**src/rtl/nn_deser_pkg.sv**
```systemverilog
// Shared types and default Q-format constants for the serial-to-parallel output deserializer.
package nn_deser_pkg;

  typedef enum logic [1:0] {
    IDLE    = 2'd0,
    COLLECT = 2'd1,
    HOLD    = 2'd2
  } deser_state_e;

  localparam int DATA_INT_WIDTH  = 6;
  localparam int DATA_FRAC_WIDTH = 10;

endpackage

```
**src/rtl/argmax_tracker.sv**
```systemverilog
// Running signed maximum over the words of one frame; ties keep the lowest slot index.
module argmax_tracker #(
  parameter int dataWidth  = 16,
  parameter int indexWidth = 4
) (
  input  logic                  clk,
  input  logic                  reset,
  input  logic                  start,
  input  logic                  wrEn,
  input  logic [indexWidth-1:0] wrIdx,
  input  logic [dataWidth-1:0]  wrData,
  output logic [indexWidth-1:0] argmaxIdx
);

  logic [dataWidth-1:0]  max_q, max_d;
  logic [indexWidth-1:0] idx_q, idx_d;

  // Slot 0 seeds the max; later words win only when strictly greater.
  always_comb begin
    max_d = max_q;
    idx_d = idx_q;
    if (start) begin
      max_d = wrData;
      idx_d = {indexWidth{1'b0}};
    end else if (wrEn && ($signed(wrData) > $signed(max_q))) begin
      max_d = wrData;
      idx_d = wrIdx;
    end else begin
      max_d = max_q;
      idx_d = idx_q;
    end
  end

  // Running max and index registers.
  always_ff @(posedge clk or posedge reset) begin
    if (reset) begin
      max_q <= {dataWidth{1'b0}};
      idx_q <= {indexWidth{1'b0}};
    end else begin
      max_q <= max_d;
      idx_q <= idx_d;
    end
  end

  assign argmaxIdx = idx_q;

endmodule

```
**src/rtl/output_deserializer.sv**
```systemverilog
// Collects a serial word stream into a packed frame with valid/ready output handshake.
// Optional argmax tracking is enabled by defining OUT_ARGMAX_EN.
module output_deserializer
  import nn_deser_pkg::*;
#(
  parameter int numValues    = 10,
  parameter int dataWidth    = DATA_INT_WIDTH + DATA_FRAC_WIDTH,
  parameter int counterWidth = $clog2(numValues + 1),
  parameter int indexWidth   = (numValues > 1) ? $clog2(numValues) : 1
) (
  input  logic                           clk,
  input  logic                           reset,
  input  logic [dataWidth-1:0]           serialIn,
  input  logic                           serialValid,
  output logic                           serialReady,
  output logic [dataWidth*numValues-1:0] deserOut,
  output logic                           deserOutValid,
  input  logic                           outReady,
`ifdef OUT_ARGMAX_EN
  output logic [indexWidth-1:0]          argmaxIdx,
`endif
  output logic                           overflowErr
);

  deser_state_e                   state_q, state_d;
  logic [counterWidth-1:0]        count_q, count_d;
  logic [dataWidth*numValues-1:0] data_q, data_d;
  logic                           valid_q;
  logic                           ovf_q, ovf_d;
  logic                           wr_en_s;
  logic [indexWidth-1:0]          wr_idx_s;

  // Slot index is below numValues whenever a write can happen, so indexWidth bits suffice.
  assign wr_idx_s = count_q[indexWidth-1:0];

  // Next-state, slot-write and overflow logic.
  always_comb begin
    state_d = state_q;
    count_d = count_q;
    ovf_d   = ovf_q;
    wr_en_s = 1'b0;
    case (state_q)
      IDLE: begin
        if (serialValid) begin
          wr_en_s = 1'b1;
          count_d = counterWidth'(1);
          state_d = (numValues == 1) ? HOLD : COLLECT;
        end else begin
          state_d = IDLE;
        end
      end
      COLLECT: begin
        if (serialValid) begin
          wr_en_s = 1'b1;
          count_d = count_q + counterWidth'(1);
          if (count_q == counterWidth'(numValues - 1)) begin
            state_d = HOLD;
          end else begin
            state_d = COLLECT;
          end
        end else begin
          state_d = COLLECT;
        end
      end
      HOLD: begin
        ovf_d = ovf_q | serialValid;
        if (outReady) begin
          state_d = IDLE;
          count_d = {counterWidth{1'b0}};
        end else begin
          state_d = HOLD;
        end
      end
      default: begin
        state_d = IDLE;
        count_d = {counterWidth{1'b0}};
      end
    endcase
  end

  // Per-slot write mux; unwritten slots retain the previous frame.
  always_comb begin
    data_d = data_q;
    for (int k = 0; k < numValues; k++) begin
      data_d[k*dataWidth +: dataWidth] = (wr_en_s && (wr_idx_s == indexWidth'(k)))
                                         ? serialIn : data_q[k*dataWidth +: dataWidth];
    end
  end

  // State, frame and flag registers.
  always_ff @(posedge clk or posedge reset) begin
    if (reset) begin
      state_q <= IDLE;
      count_q <= {counterWidth{1'b0}};
      data_q  <= {(dataWidth*numValues){1'b0}};
      valid_q <= 1'b0;
      ovf_q   <= 1'b0;
    end else begin
      state_q <= state_d;
      count_q <= count_d;
      data_q  <= data_d;
      valid_q <= (state_d == HOLD);
      ovf_q   <= ovf_d;
    end
  end

  assign serialReady   = (state_q != HOLD);
  assign deserOut      = data_q;
  assign deserOutValid = valid_q;
  assign overflowErr   = ovf_q;

`ifdef OUT_ARGMAX_EN
  logic start_s;
  assign start_s = wr_en_s && (state_q == IDLE);

  argmax_tracker #(
    .dataWidth (dataWidth),
    .indexWidth(indexWidth)
  ) u_argmax (
    .clk      (clk),
    .reset    (reset),
    .start    (start_s),
    .wrEn     (wr_en_s),
    .wrIdx    (wr_idx_s),
    .wrData   (serialIn),
    .argmaxIdx(argmaxIdx)
  );
`endif

endmodule

```
**config.mk**
```make
export PLATFORM = sky130hd
export DESIGN_NAME = output_deserializer
export DESIGN_NICKNAME = d
export VERILOG_FILES = /design/src/rtl/nn_deser_pkg.sv /design/src/rtl/argmax_tracker.sv /design/src/rtl/output_deserializer.sv
export SDC_FILE = /design/constraint.sdc
export NUM_CORES = 1
export LEC_CHECK = 0
export BUFFER_PORTS_ARGS = -buffer_cell sky130_fd_sc_hd__buf_2
export CAP_MARGIN = 10
export CORE_MARGIN = 8
export CORE_UTILIZATION = 50
export CTS_CLUSTER_DIAMETER = 40
export DETAILED_ROUTE_END_ITERATION = 16
export PLACE_DENSITY = 0.84
export SLEW_MARGIN = 40
export SYNTH_ARGS = -nofsm -noshare
export SYNTH_HDL_FRONTEND = slang
export SYNTH_SLANG_ARGS = --single-unit
export TNS_END_PERCENT = 1
```
**constraint.sdc**
```tcl
create_clock -name clk -period 13.3 [get_ports clk]
set_clock_uncertainty 0.1 [all_clocks]
set_input_delay 1.995 -clock clk [delete_from_list [all_inputs] [get_ports clk]]
set_output_delay 1.995 -clock clk [all_outputs]
set_load 0.005 [all_outputs]
```
==> out/results.txt <==
Status: completed
Synth Cell Area: 0.006800 mm^2
Final-report max-slew violation count: 0
Num rows: 42
Leakage: 4.378 nW
Layout Nets: 604
Worst Setup SP: serialValid
I/O pins: 183
Worst Path Max Fanout: 16
Critical Path RT: 13,510 ps
Setup Buffers After CTS: 0
GR Overflow Total: 0
Max-slew headroom: 0.5394
Deepest clock path buffer count: 2
Syn avg cell area: 16.55 um^2
Mapped Nets: 435
WP data arrival: 3690 ps
Final GP Congestion: 0.7608
Largest net degree at the start of global routing: 92
Post-synth EDFFs: 0
Routed WL: 16,650 um
IO buf count: 182
Synth Register Bits: 168
ANT cells: 0
Logic pwr share: 0.335
Worst VDD drop: 131.4 uV
Max Cap Violations: 0
Clock-pin slew on the worst setup and hold paths: 60 ps
Crit share post-route: 0.2618
Hold_buf cts: 0
Avg Vias per Cell: 5.251
Core area: 0.01324 mm^2
Initial Util: 0.5135
Number of DRC markers in iteration 0: 210
First-pass DRT Iterations: 4
Count leader, synth: dfrtp_1
CP endpoint kind: flop
Worst-margin pin slew: 690.8 ps
First-pass GRT wire length: 26,700 um
Distinct cells, synth: 32
Top cells by area, synth: dfrtp_1 62%, mux2_2 18%, mux2_4 11%
Vias in the first global route: 4,446
Ys Warns: 0
Die width: 132.6 um
Hold path start: overflowErr
Crit start category: input pin
Seq pwr share: 0.428
Post-Syn Instances: 411
DP HPWL: 11,590 um
H-tree levels: 4
TritonCTS clock tree: built
Clock power share: 0.237
Launch point of the worst reg-to-reg path: count_q[1]
Sequential fraction of the synthesis area: 0.6182
Finish-stage setup viols: 0
Main synth FF type: dfrtp_1
Routed len/inst: 21.66 um
Setup tns final: 0 ps
Die height: 132.6 um
Initial antenna violation count: 0
Area growth, synth to finish: 23.42%
Root buffer cell: clkbuf_16
GRT Total Usage: 0.1965
FFs w/ async S/R, synth: 1.000
Post-Place Worst Slack: 9383 ps
Cts bufs inserted: 17
Multi-input gate area: 0.002409 mm^2
Yosys top cell area share: 0.6182
Crit Path Category: input pin to flop
Seq. cell area: 0.004204 mm^2
Power Internal: 0.001486 W
Detail Route Antenna Nets: 0
Psw: 0.0006389 W
HP Class: flop to flop
Later-pin clock latency in the skew report: 420 ps
CTS sink count: 168
Fillers: 998
Sw frac: 0.3007
Most frequent cells after synthesis: 168 x dfrtp_1, 110 x mux2_2, 50 x mux2_4
Via count: 4,038
Share of layout cells above drive strength 1: 0.6492
Post-CTS resize count: 0
PD cells: 253.2 mW/mm^2
Crit path setup slack, layout: 9818 ps
Fmax: 287.2 MHz
Detailed-route DRC error count: 0
Top cell type by total area after synthesis: dfrtp_1
Hold Vio Cnt, Final: 0
Crit path time final: 3482 ps
Die area: 0.01759 mm^2
Unrepaired setup endpoints after global routing: false
## sequential cells by signal (all words and copies together) (netlist names)
register and count:
deserOut 160, count_q 4, state_q 2, deserOutValid 1, overflowErr 1
## critical path: stages
cell,delay (ps)
buf_2,170
nor3b_4,600
nand3_4,460
mux2_4,450
## layer usage
metal / global-route usage / up-vias / part of all wire
met5: 0 / - / 0
met2: 0.2900 / 173 / 0.45
li1: - / 1782 / -
met1: 0.2431 / 2060 / 0.43
met4: 0.07382 / 0 / 0.017
met3: 0.09727 / 23 / 0.11
## metrics by stage
stage                     instances  power [W]  cell area (um^2)    util  hold WS [ps]
after CTS                       769   0.002156              8391  0.6336         378.8
after detailed placement        737   0.001641              7782  0.5877         363.6
final                           769   0.002125              8393  0.6338         375.9
after floorplan                 411   0.001282              6800       -         367.8
after global placement          736   0.001593              7759  0.5859         355.2
after global routing            769   0.002257              8393  0.6338         396.2
## area by class of cell
| class | instances | area share |
|---|---|---|
| multi-input combinational | 205 | 0.2870 |
| clock buffer | 22 | 0.05531 |
| inverter | 4 | 0.002385 |
| tap | 176 | 0.02624 |
| timing repair buffer | 184 | 0.1111 |
| sequential | 168 | 0.5009 |
| clock inverter | 10 | 0.01714 |
## power by group through the flow
| stage | combinational [W] | clock (W) | sequential, W |
|---|---|---|---|
| 2_1_floorplan | 0.000381 | 0 | 0.000901 |
| 3_3_place_gp | 0.000698 | 0 | 0.000894 |
| 3_5_place_dp | 0.000726 | 0 | 0.000915 |
| 4_1_cts | 0.000729 | 0.000516 | 0.000911 |
| 5_1_grt | 0.000777 | 0.000538 | 0.000942 |
| 6_report | 0.000711 | 0.000504 | 0.000910 |
## worst paths after layout
| check | to | slack (ps) | cells past startpoint |
|---|---|---|---|
| max | deserOut[115] | 9820 | 4 |
| min in group asynchronous | deserOut[87] | 1590 | 2 |
| max reg2reg | deserOut[146] | 10870 | 5 |
| min | overflowErr | 380 | 1 |
| min reg2reg | overflowErr | 380 | 1 |
| max in group asynchronous | deserOut[111] | 10320 | 3 |
## cells in the final DEF (no fill, tap or decap), drive strengths merged
cell | Yosys | final
a21oi | 2 | 2
nor3b | 2 | 2
and2 | 1 | 1
clkinvlp | 0 | 3
a22o | 2 | 2
a311oi | 1 | 1
mux2 | 160 | 160
nor2b | 3 | 3
ha | 4 | 4
bufinv | 0 | 3
nand2b | 3 | 3
inv | 4 | 5
o211ai | 1 | 1
dfrtp | 168 | 168
o21bai | 1 | 1
nand3 | 5 | 5
clkinv | 0 | 3
a311o | 1 | 1
clkbuf | 2 | 23
and3 | 1 | 1
a32oi | 1 | 1
buf | 32 | 183
nor2 | 4 | 4
nand2 | 4 | 4
o21ai | 2 | 2
a221oi | 1 | 1
nor4bb | 2 | 2
nand3b | 4 | 4
## cell families after synthesis
family	after synthesis	synth area share
buffers and inverters	38	0.03109
AND/OR/NAND/NOR	29	0.03772
adder cells (fa/ha/maj)	4	0.007360
flip-flops	168	0.6182
AO/OA/AOI/OAI	12	0.01307
multiplexers	160	0.2925
Note: power is estimated with default switching activity, not from simulation.
